===== config.mk =====
export PLATFORM = sky130hd
export DESIGN_NAME = sram_fifo_ctrl
export DESIGN_NICKNAME = d
export VERILOG_FILES = /design/src/rtl/sram_fifo_pkg.sv /design/src/rtl/sram_fifo_obuf.sv /design/src/rtl/sram_fifo_ctrl.sv
export SDC_FILE = /design/constraint.sdc
export NUM_CORES = 1
export LEC_CHECK = 0
export ABC_AREA = 1
export BUFFER_PORTS_ARGS = -buffer_cell sky130_fd_sc_hd__buf_2
export CAP_MARGIN = 20
export CORE_UTILIZATION = 45
export DETAILED_ROUTE_END_ITERATION = 6
export GPL_ROUTABILITY_DRIVEN = 1
export HOLD_SLACK_MARGIN = 0.05
export PLACE_DENSITY = 0.72
export SYNTH_ARGS = -nofsm -noshare
export SYNTH_HDL_FRONTEND = slang
export SYNTH_SLANG_ARGS = --single-unit

===== constraint.sdc =====
create_clock -name clk -period 2.1 [get_ports clk]
set_input_delay 0.21 -clock clk [delete_from_list [all_inputs] [get_ports clk]]
set_output_delay 0.21 -clock clk [all_outputs]
set_load 0.02 [all_outputs]

===== src/rtl/sram_fifo_pkg.sv =====
// sram_fifo_pkg: shared types and constants
// for the SRAM-backed streaming FIFO.
package sram_fifo_pkg;

  localparam int OBUF_DEPTH = 2;

  typedef enum logic [1:0] {
    OP_IDLE,
    OP_WR,
    OP_RD
  } port_op_e;

endpackage


===== src/rtl/sram_fifo_obuf.sv =====
// sram_fifo_obuf: 2-entry output buffer that
// absorbs SRAM read data and feeds the consumer.
module sram_fifo_obuf
  import sram_fifo_pkg::*;
#(
  parameter int DATA_WIDTH = 8
) (
  input  logic                  clk,
  input  logic                  rst_n,
  input  logic                  i_cap,
  input  logic [DATA_WIDTH-1:0] i_cap_data,
  output logic                  o_valid,
  output logic [DATA_WIDTH-1:0] o_data,
  input  logic                  i_ready,
  output logic [1:0]            o_cnt
);

  logic [DATA_WIDTH-1:0] r_data [OBUF_DEPTH];
  logic                  r_head;
  logic [1:0]            r_cnt;
  logic                  w_tail;
  logic                  w_pop;

  assign w_tail  = r_head ^ r_cnt[0];
  assign w_pop   = (r_cnt != 2'd0) && i_ready;
  assign o_valid = (r_cnt != 2'd0);
  assign o_data  = r_data[r_head];
  assign o_cnt   = r_cnt;

  // capture at the tail, pop at the head; both may happen together
  always_ff @(posedge clk) begin
    if (!rst_n) begin
      r_data[0] <= '0;
      r_data[1] <= '0;
      r_head    <= 1'b0;
      r_cnt     <= 2'd0;
    end else begin
      if (i_cap) r_data[w_tail] <= i_cap_data;
      if (w_pop) r_head <= ~r_head;
      unique case ({i_cap, w_pop})
        2'b10:   r_cnt <= r_cnt + 2'd1;
        2'b01:   r_cnt <= r_cnt - 2'd1;
        default: r_cnt <= r_cnt;
      endcase
    end
  end

endmodule


===== src/rtl/sram_fifo_ctrl.sv =====
// sram_fifo_ctrl: arbitrates the single SRAM port between
// producer writes and prefetch reads into the output buffer.
module sram_fifo_ctrl
  import sram_fifo_pkg::*;
#(
  parameter int ADDR_WIDTH = 4,
  parameter int DATA_WIDTH = 8
) (
  input  logic                  clk,
  input  logic                  rst_n,
  input  logic                  in_valid,
  input  logic [DATA_WIDTH-1:0] in_data,
  output logic                  in_ready,
  output logic                  out_valid,
  output logic [DATA_WIDTH-1:0] out_data,
  input  logic                  out_ready,
  output logic [ADDR_WIDTH+1:0] count,
  output logic                  sram_we,
  output logic [ADDR_WIDTH-1:0] sram_addr,
  output logic [DATA_WIDTH-1:0] sram_din,
  input  logic [DATA_WIDTH-1:0] sram_dout
);

  localparam logic [ADDR_WIDTH:0] MEM_FULL =
    {1'b1, {ADDR_WIDTH{1'b0}}};

  logic [ADDR_WIDTH-1:0] r_wr_ptr;
  logic [ADDR_WIDTH-1:0] r_rd_ptr;
  logic [ADDR_WIDTH:0]   r_mem_cnt;
  logic                  r_rd_pend;
  logic [1:0]            w_obuf_cnt;
  logic [2:0]            w_occ;
  logic                  w_rd_go;
  port_op_e              w_op;

  assign w_occ   = {1'b0, w_obuf_cnt} + {2'b00, r_rd_pend};
  assign w_rd_go = rst_n && (r_mem_cnt != '0) && (w_occ < 3'd2);

  assign in_ready = rst_n && !w_rd_go && (r_mem_cnt != MEM_FULL);

  assign count = {1'b0, r_mem_cnt}
               + {{(ADDR_WIDTH+1){1'b0}}, r_rd_pend}
               + {{ADDR_WIDTH{1'b0}}, w_obuf_cnt};

  // one port op per cycle, prefetch reads win
  always_comb begin
    w_op = OP_IDLE;
    unique case (1'b1)
      w_rd_go:               w_op = OP_RD;
      (in_valid && in_ready): w_op = OP_WR;
      default:               w_op = OP_IDLE;
    endcase
  end

  assign sram_we   = (w_op == OP_WR);
  assign sram_addr = (w_op == OP_WR) ? r_wr_ptr : r_rd_ptr;
  assign sram_din  = (w_op == OP_WR) ? in_data : '0;

  // pointer, occupancy and in-flight read bookkeeping
  always_ff @(posedge clk) begin
    if (!rst_n) begin
      r_wr_ptr  <= '0;
      r_rd_ptr  <= '0;
      r_mem_cnt <= '0;
      r_rd_pend <= 1'b0;
    end else begin
      r_rd_pend <= (w_op == OP_RD);
      unique case (w_op)
        OP_RD: begin
          r_rd_ptr  <= r_rd_ptr + 1'b1;
          r_mem_cnt <= r_mem_cnt - 1'b1;
        end
        OP_WR: begin
          r_wr_ptr  <= r_wr_ptr + 1'b1;
          r_mem_cnt <= r_mem_cnt + 1'b1;
        end
        default: ;
      endcase
    end
  end

  sram_fifo_obuf #(
    .DATA_WIDTH (DATA_WIDTH)
  ) u_obuf (
    .clk        (clk),
    .rst_n      (rst_n),
    .i_cap      (r_rd_pend),
    .i_cap_data (sram_dout),
    .o_valid    (out_valid),
    .o_data     (out_data),
    .i_ready    (out_ready),
    .o_cnt      (w_obuf_cnt)
  );

endmodule


==> results of run 1 <==
## worst max-delay path: stages (launching register included)
cell and delay [ns]:
dfxtp_2 0.34, buf_6 0.11, inv_2 0.06, fa_2 0.21
inv_2 0.05, fa_2 0.40, nand3_2 0.08, xor2_1 0.14
buf_4 0.16
## Yosys cell counts, drive strengths merged, types with 2 or more instances
master  count  area (um2)
dfxtp      18         360
o21ai      13        65.1
inv        44         165
ha         10         125
nand3      11        60.1
nor2       29         109
xnor2       2        25.0
buf         6        32.5
fa          3        60.1
edfxtp     16         480
mux2        8        90.1
a21oi      17        85.1
xor2        5        43.8
nand4       3        18.8
nand2      35         131
## metrics by stage
| step | setup TNS (ns) | util (%) | instance area (um2) | std cells | power (mW) |
|---|---|---|---|---|---|
| after floorplan | 0 | - | 1910 | 224 | 2.02 |
| after global placement | 0 | 55.4 | 2230 | 323 | 2.38 |
| after detailed placement | 0 | 55.4 | 2230 | 323 | 2.40 |
| after CTS | 0 | 59.2 | 2380 | 331 | 3.16 |
| after global routing | -0.112 | 61.4 | 2470 | 336 | 3.54 |
| final | 0 | 61.4 | 2470 | 336 | 3.29 |
## metal layers
| layer | track usage, % | part of all wire (%) | vias up |
|---|---|---|---|
| met2 | 31.3 | 50 | 35 |
| met4 | 5.59 | 0.95 | 0 |
| met5 | 0 | 0 | - |
| met1 | 23.6 | 44 | 725 |
| li1 | - | - | 835 |
| met3 | 5.99 | 4.6 | 6 |
## timing repair
item                                    CTS  global route
pin swaps                                 2             6
buffers inserted                          0             5
endpoints found under the setup margin    6            18
resized for setup                        11            23
hold buffers                              0             0
## power by group
group / switching [mW] / internal (mW) / total (mW)
Sequential: 0.121 / 0.852 / 0.973
Combinational: 0.925 / 0.676 / 1.60
Clock: 0.248 / 0.470 / 0.718
## worst paths after layout
check / from / cells past startpoint / to / slack, ns
max: u_obuf.o_cnt[0] / 8 / count[4] / 0.07
min reg2reg: r_mem_cnt[0] / 1 / r_mem_cnt[0] / 0.48
min: rst_n / 3 / r_mem_cnt[0] / 0.19
max reg2reg: r_mem_cnt[3] / 13 / r_mem_cnt[4] / 0.14
## flip-flops by register name, indices dropped and copies added, names as in the netlist, named ones only
signal and flops:
u_obuf.r_data 16, r_mem_cnt 5, r_rd_ptr 4, r_wr_ptr 4, u_obuf.o_cnt 2, r_rd_pend 1, u_obuf.r_head 1
## area by class of cell
class                           instances  share of cell area, %
Timing Repair Buffer                   60                   14.3
Multi-Input combinational cell        140                   36.4
Inverter                               44                   6.78
Sequential cell                        34                   34.7
Clock inverter                          3                   2.58
Clock buffer                            5                   2.78
Tap cell                               50                   2.53
## cells by family (layout without fill, tap and decap cells)
family	after synthesis	in the layout	synth area share (%)
flops	34	34	44.5
fa+ha+maj	13	13	9.79
simple gates	81	81	18.5
buf+inv	50	112	10.5
xor+xnor	7	7	3.64
compound gates	31	31	8.34
mux	8	8	4.77
==> flow_metrics.env, run 1 <==
export IMPL_layout_common_cells="buf_2 (45), inv_1 (37), nand2_1 (35)"
export IMPL_whs_ns=0.187
export IMPL_synthCells=224
export IMPL_grt_pass1_vias=1447
export IMPL_nFillCells=375
export IMPL_worstPathArrival_ns=1.82
export IMPL_worst_slew_pin_slew_ns=0.367
export IMPL_cts_buffers_inserted=5
export IMPL_hold_class="in2reg"
export IMPL_ant_nets=0
export IMPL_power_leakage_nw=1.31
export IMPL_seq_area_um2=858
export IMPL_multi_input_area_um2=900
export IMPL_status="completed"
export IMPL_setup_ws_ns=0.0679
export IMPL_cts_sinks=34
export IMPL_cts_buffer_depth=2
export IMPL_io_pins=49
export IMPL_fmax_mhz=492
export IMPL_gp_congestion=0.884
export IMPL_async_flop_share_pct=0
export IMPL_drv_cap=0
export IMPL_dr_total_vias=1601
export IMPL_post_route_period_util_pct=96.8
export IMPL_placementRows=23
export IMPL_syn_area_um2=1890
export IMPL_antenna_cells=0
export IMPL_yosys_cell_types_count=23
export IMPL_core_area_um2=4030
export IMPL_drtIter0Drc=72
export IMPL_die_height_um=66.8
export IMPL_peakVddDrop_mv=0.948
export IMPL_rsz0062_at_grt="yes"
export IMPL_grt_max_degree=19
export IMPL_antenna_found_initial=0
export IMPL_ys_flop_type="dfxtp_1"
export IMPL_final_common_cell="buf_2"
export IMPL_period_needed_ns=2.03
export IMPL_firstDrtPassIters=4
export IMPL_clk_pin_slew_ns=0.07
export IMPL_clock_latency_ns=0.28
export IMPL_end_kind="output port"
export IMPL_crit_type="reg2out"
export IMPL_drc=0
export IMPL_drt_total_wl_um=4000
export IMPL_drive_gt1_share_pct=35.3
export IMPL_ys_seq_area_share_pct=44.5
export IMPL_syn_nets=257
export IMPL_hold_viol=0
export IMPL_setup_viol=0
export IMPL_vias_per_cell=4.76
export IMPL_critPathMaxFanout=3
export IMPL_critPathLaunchType="flop"
export IMPL_p_per_area_nw_per_um2=1330
export IMPL_die_area_um2=4460
export IMPL_synth_seq_cells=34
export IMPL_clockRootBuffer="clkbuf_8"
export IMPL_required_ns=1.89
export IMPL_h_tree_depth=2
export IMPL_die_w_um=66.8
export IMPL_area_delta_synth_final_pct=30.8
export IMPL_synth_edf_count=16
export IMPL_post_drt_wl_per_cell_um=11.9
export IMPL_drv_slew=0
export IMPL_initial_core_util_pct=46.9
export IMPL_cts_tree="built"
export IMPL_ys_warn_count=0
export IMPL_fin_skew_ns=0.00263
export IMPL_grt_total_usage_pct=19.0
export IMPL_grt_pass1_wl_um=6320
export IMPL_hpwl_um=2840
export IMPL_nets=318
export IMPL_slew_headroom_pct=75.5
export IMPL_numPortBuffers=48
export IMPL_grt_ovfl_total=0
export IMPL_synth_area_per_cell_um2=8.44
export IMPL_post_place_ws_ns=0.0845
(Power assumes the default switching activity.)
==> inputs of run 2 (changes only) <==
Settings changed: CORE_UTILIZATION 45 to 40, PLACE_DENSITY 0.72 to 0.66.
==> run 2 against run 1 <==
  * The flow now finishes with violations (DRC)
  * Maximum frequency down 1.0%
  * Non-clock buffer count up 1
  * Utilization down 3.3 points
  * Routed wire length up 3.4%
  * Sequential share of layout area down 1.5 points
  * Flip-flop and latch count unchanged
  * Clock skew up 0.00081 ns
  * Sequential power up 0.6%
==> flow_metrics.env, run 2 (synthesis results as in run 1) <==
export IMPL_status="finished, violations left"
export IMPL_failed_checks="DRC"
export IMPL_post_drt_wl_per_cell_um=12.2
export IMPL_peakVddDrop_mv=0.811
export IMPL_clock_power_share_pct=21.4
export IMPL_antenna_found_initial=0
export IMPL_worstPathCellList="nor2_4, nand4_1, nand2_1, and3_4, ha_4, inv_6, buf_6, nor2_4, nor2_2, buf_6"
export IMPL_worstPathArrival_ns=1.84
export IMPL_largest_reg_flops=16
export IMPL_core_area_um2=4440
export IMPL_io_pins=49
export IMPL_grtUsageMet2_pct=26.9
export IMPL_grt_pass1_wl_um=6510
export IMPL_pwr_share_comb_pct=50.0
export IMPL_final_area_um2=2580
export IMPL_grt_pass1_vias=1480
export IMPL_layout_common_cells="buf_2 (42), inv_1 (37), nand2_1 (34)"
export IMPL_gp_congestion=0.872
export IMPL_regMostFlops="u_obuf.r_data"
export IMPL_vias_per_cell=4.77
export IMPL_setup_viol=0
export IMPL_p_switching_mw=1.35
export IMPL_antenna_cells=0
export IMPL_place_area_um2=2240
export IMPL_placementRows=24
export IMPL_clk_pin_slew_ns=0.08
export IMPL_cts_buffers_inserted=5
export IMPL_grt_total_usage_pct=16.5
export IMPL_clockRootBuffer="clkbuf_8"
export IMPL_period_needed_ns=2.05
export IMPL_power_leakage_nw=1.33
export IMPL_slowest_stage="dfxtp_4"
export IMPL_top_usage_layer="met2"
export IMPL_grt_max_degree=20
export IMPL_p_sw_share_pct=39.3
export IMPL_initial_core_util_pct=42.5
export IMPL_critPathMaxFanout=6
export IMPL_required_ns=1.89
export IMPL_clock_latency_ns=0.29
export IMPL_grt_util_met3_pct=4.99
export IMPL_fin_skew_ns=0.00344
export IMPL_worst_slew_pin_slew_ns=0.375
export IMPL_crit_buf_inv=3
export IMPL_post_place_cells=326
export IMPL_die_w_um=70.8
export IMPL_tns_ns=0
export IMPL_cts_tree="built"
export IMPL_post_route_period_util_pct=97.8
export IMPL_share_seq_of_total_power_pct=28.6
export IMPL_hpwl_um=2790
export IMPL_power_mw=3.42
export IMPL_drt_total_wl_um=4140
export IMPL_hold_class="in2reg"
export IMPL_biggestRegsByFlops="u_obuf.r_data: 16 flops, r_mem_cnt: 5 flops"
export IMPL_drv_slew=0
export IMPL_drv_cap=0
export IMPL_rsz0062_at_grt="yes"
export IMPL_dr_total_vias=1618
export IMPL_crit_type="reg2out"
export IMPL_end_kind="output port"
export IMPL_ant_nets=0
export IMPL_numPortBuffers=48
export IMPL_use_met1_pct=21.2
export IMPL_area_delta_synth_final_pct=36.5
export IMPL_critPathLaunchType="flop"
export IMPL_cts_buffer_depth=2
export IMPL_drc=8
export IMPL_p_per_area_nw_per_um2=1330
export IMPL_h_tree_depth=2
export IMPL_grt_ovfl_total=0
export IMPL_final_common_cell="buf_2"
export IMPL_die_height_um=70.8
export IMPL_drtIter0Drc=87
export IMPL_die_area_um2=5010
export IMPL_slew_headroom_pct=74.9
export IMPL_hold_viol=0
export IMPL_firstDrtPassIters=6
export IMPL_final_cells=339
export IMPL_p_int_mw=2.08
export IMPL_crit_family="simple AND/OR/NAND/NOR gates"
export IMPL_drive_gt1_share_pct=37.6
export IMPL_nets=319
export IMPL_cts_sinks=34
export IMPL_fmax_mhz=487
export IMPL_slowest_delay_ns=0.37
==> run 2: cell types whose count changed in the layout (fill, tap and decap cells not counted), sizes merged <==
cell | previous run | this run
clkbuf | 5 | 6
==> run 2: worst reg2reg max path: cells and delay by family, from the launching register on <==
family | cells | cell delay [ns]
AND/OR/NAND/NOR | 9 | 0.85
adder cells (fa/ha/maj) | 2 | 0.53
flip-flops | 1 | 0.37
buffers and inverters | 2 | 0.10
==> run 2: path summary, 6_finish.rpt <==
path                startpoint                  end  slack (ns)  cells past startpoint
hold reg to reg   r_mem_cnt[0]         r_mem_cnt[0]        0.49                      1
setup / recovery  r_mem_cnt[0]         sram_addr[0]        0.05                     10
setup reg to reg  r_mem_cnt[0]         r_mem_cnt[4]        0.15                     13
hold / removal    sram_dout[1]  u_obuf.r_data[1][1]        0.23                      3
==> run 2: timing repair <==
action,4_1_cts,5_1_grt
resized for setup,13,38
gates cloned,0,1
setup buffers,0,4
pin swaps,2,8
endpoints found under the setup margin,6,18
hold buffers,0,0
==> run 2: final cells by class <==
cell class	instances	area, um2
fillers	421	1860
repair buffers	61	402
multi-input cells	140	946
inverters	44	175
flip-flops and latches	34	856
well taps	52	65.1
clock inverters	3	68.8
clock buffers	5	68.8
==> run 2: metal layers <==
| metal | vias up | wire length (um) |
|---|---|---|
| li1 | 836 | - |
| met1 | 743 | 1930 |
| met2 | 33 | 1950 |
| met3 | 6 | 205 |
| met4 | 0 | 49 |
| met5 | - | 0 |
==> run 2: power by group through the flow <==
stage                     sequential [mW]  clock [mW]  combinational, mW
after floorplan                     0.927           0               1.09
after global placement              0.957           0               1.43
after detailed placement            0.961           0               1.44
after CTS                           0.957       0.742               1.49
after global routing                 1.00       0.772               1.89
final                               0.979       0.734               1.71
==> run 2: per-stage QoR <==
| stage | utilization (%) | hold WS [ns] | setup WS [ns] |
|---|---|---|---|
| floorplan | - | 0.430 | 0.00424 |
| global placement | 50.4 | 0.455 | 0.105 |
| detailed placement | 50.4 | 0.457 | 0.0999 |
| CTS | 54.1 | 0.228 | 0.0105 |
| global route | 58.1 | 0.226 | -0.0364 |
| finish | 58.1 | 0.231 | 0.0467 |
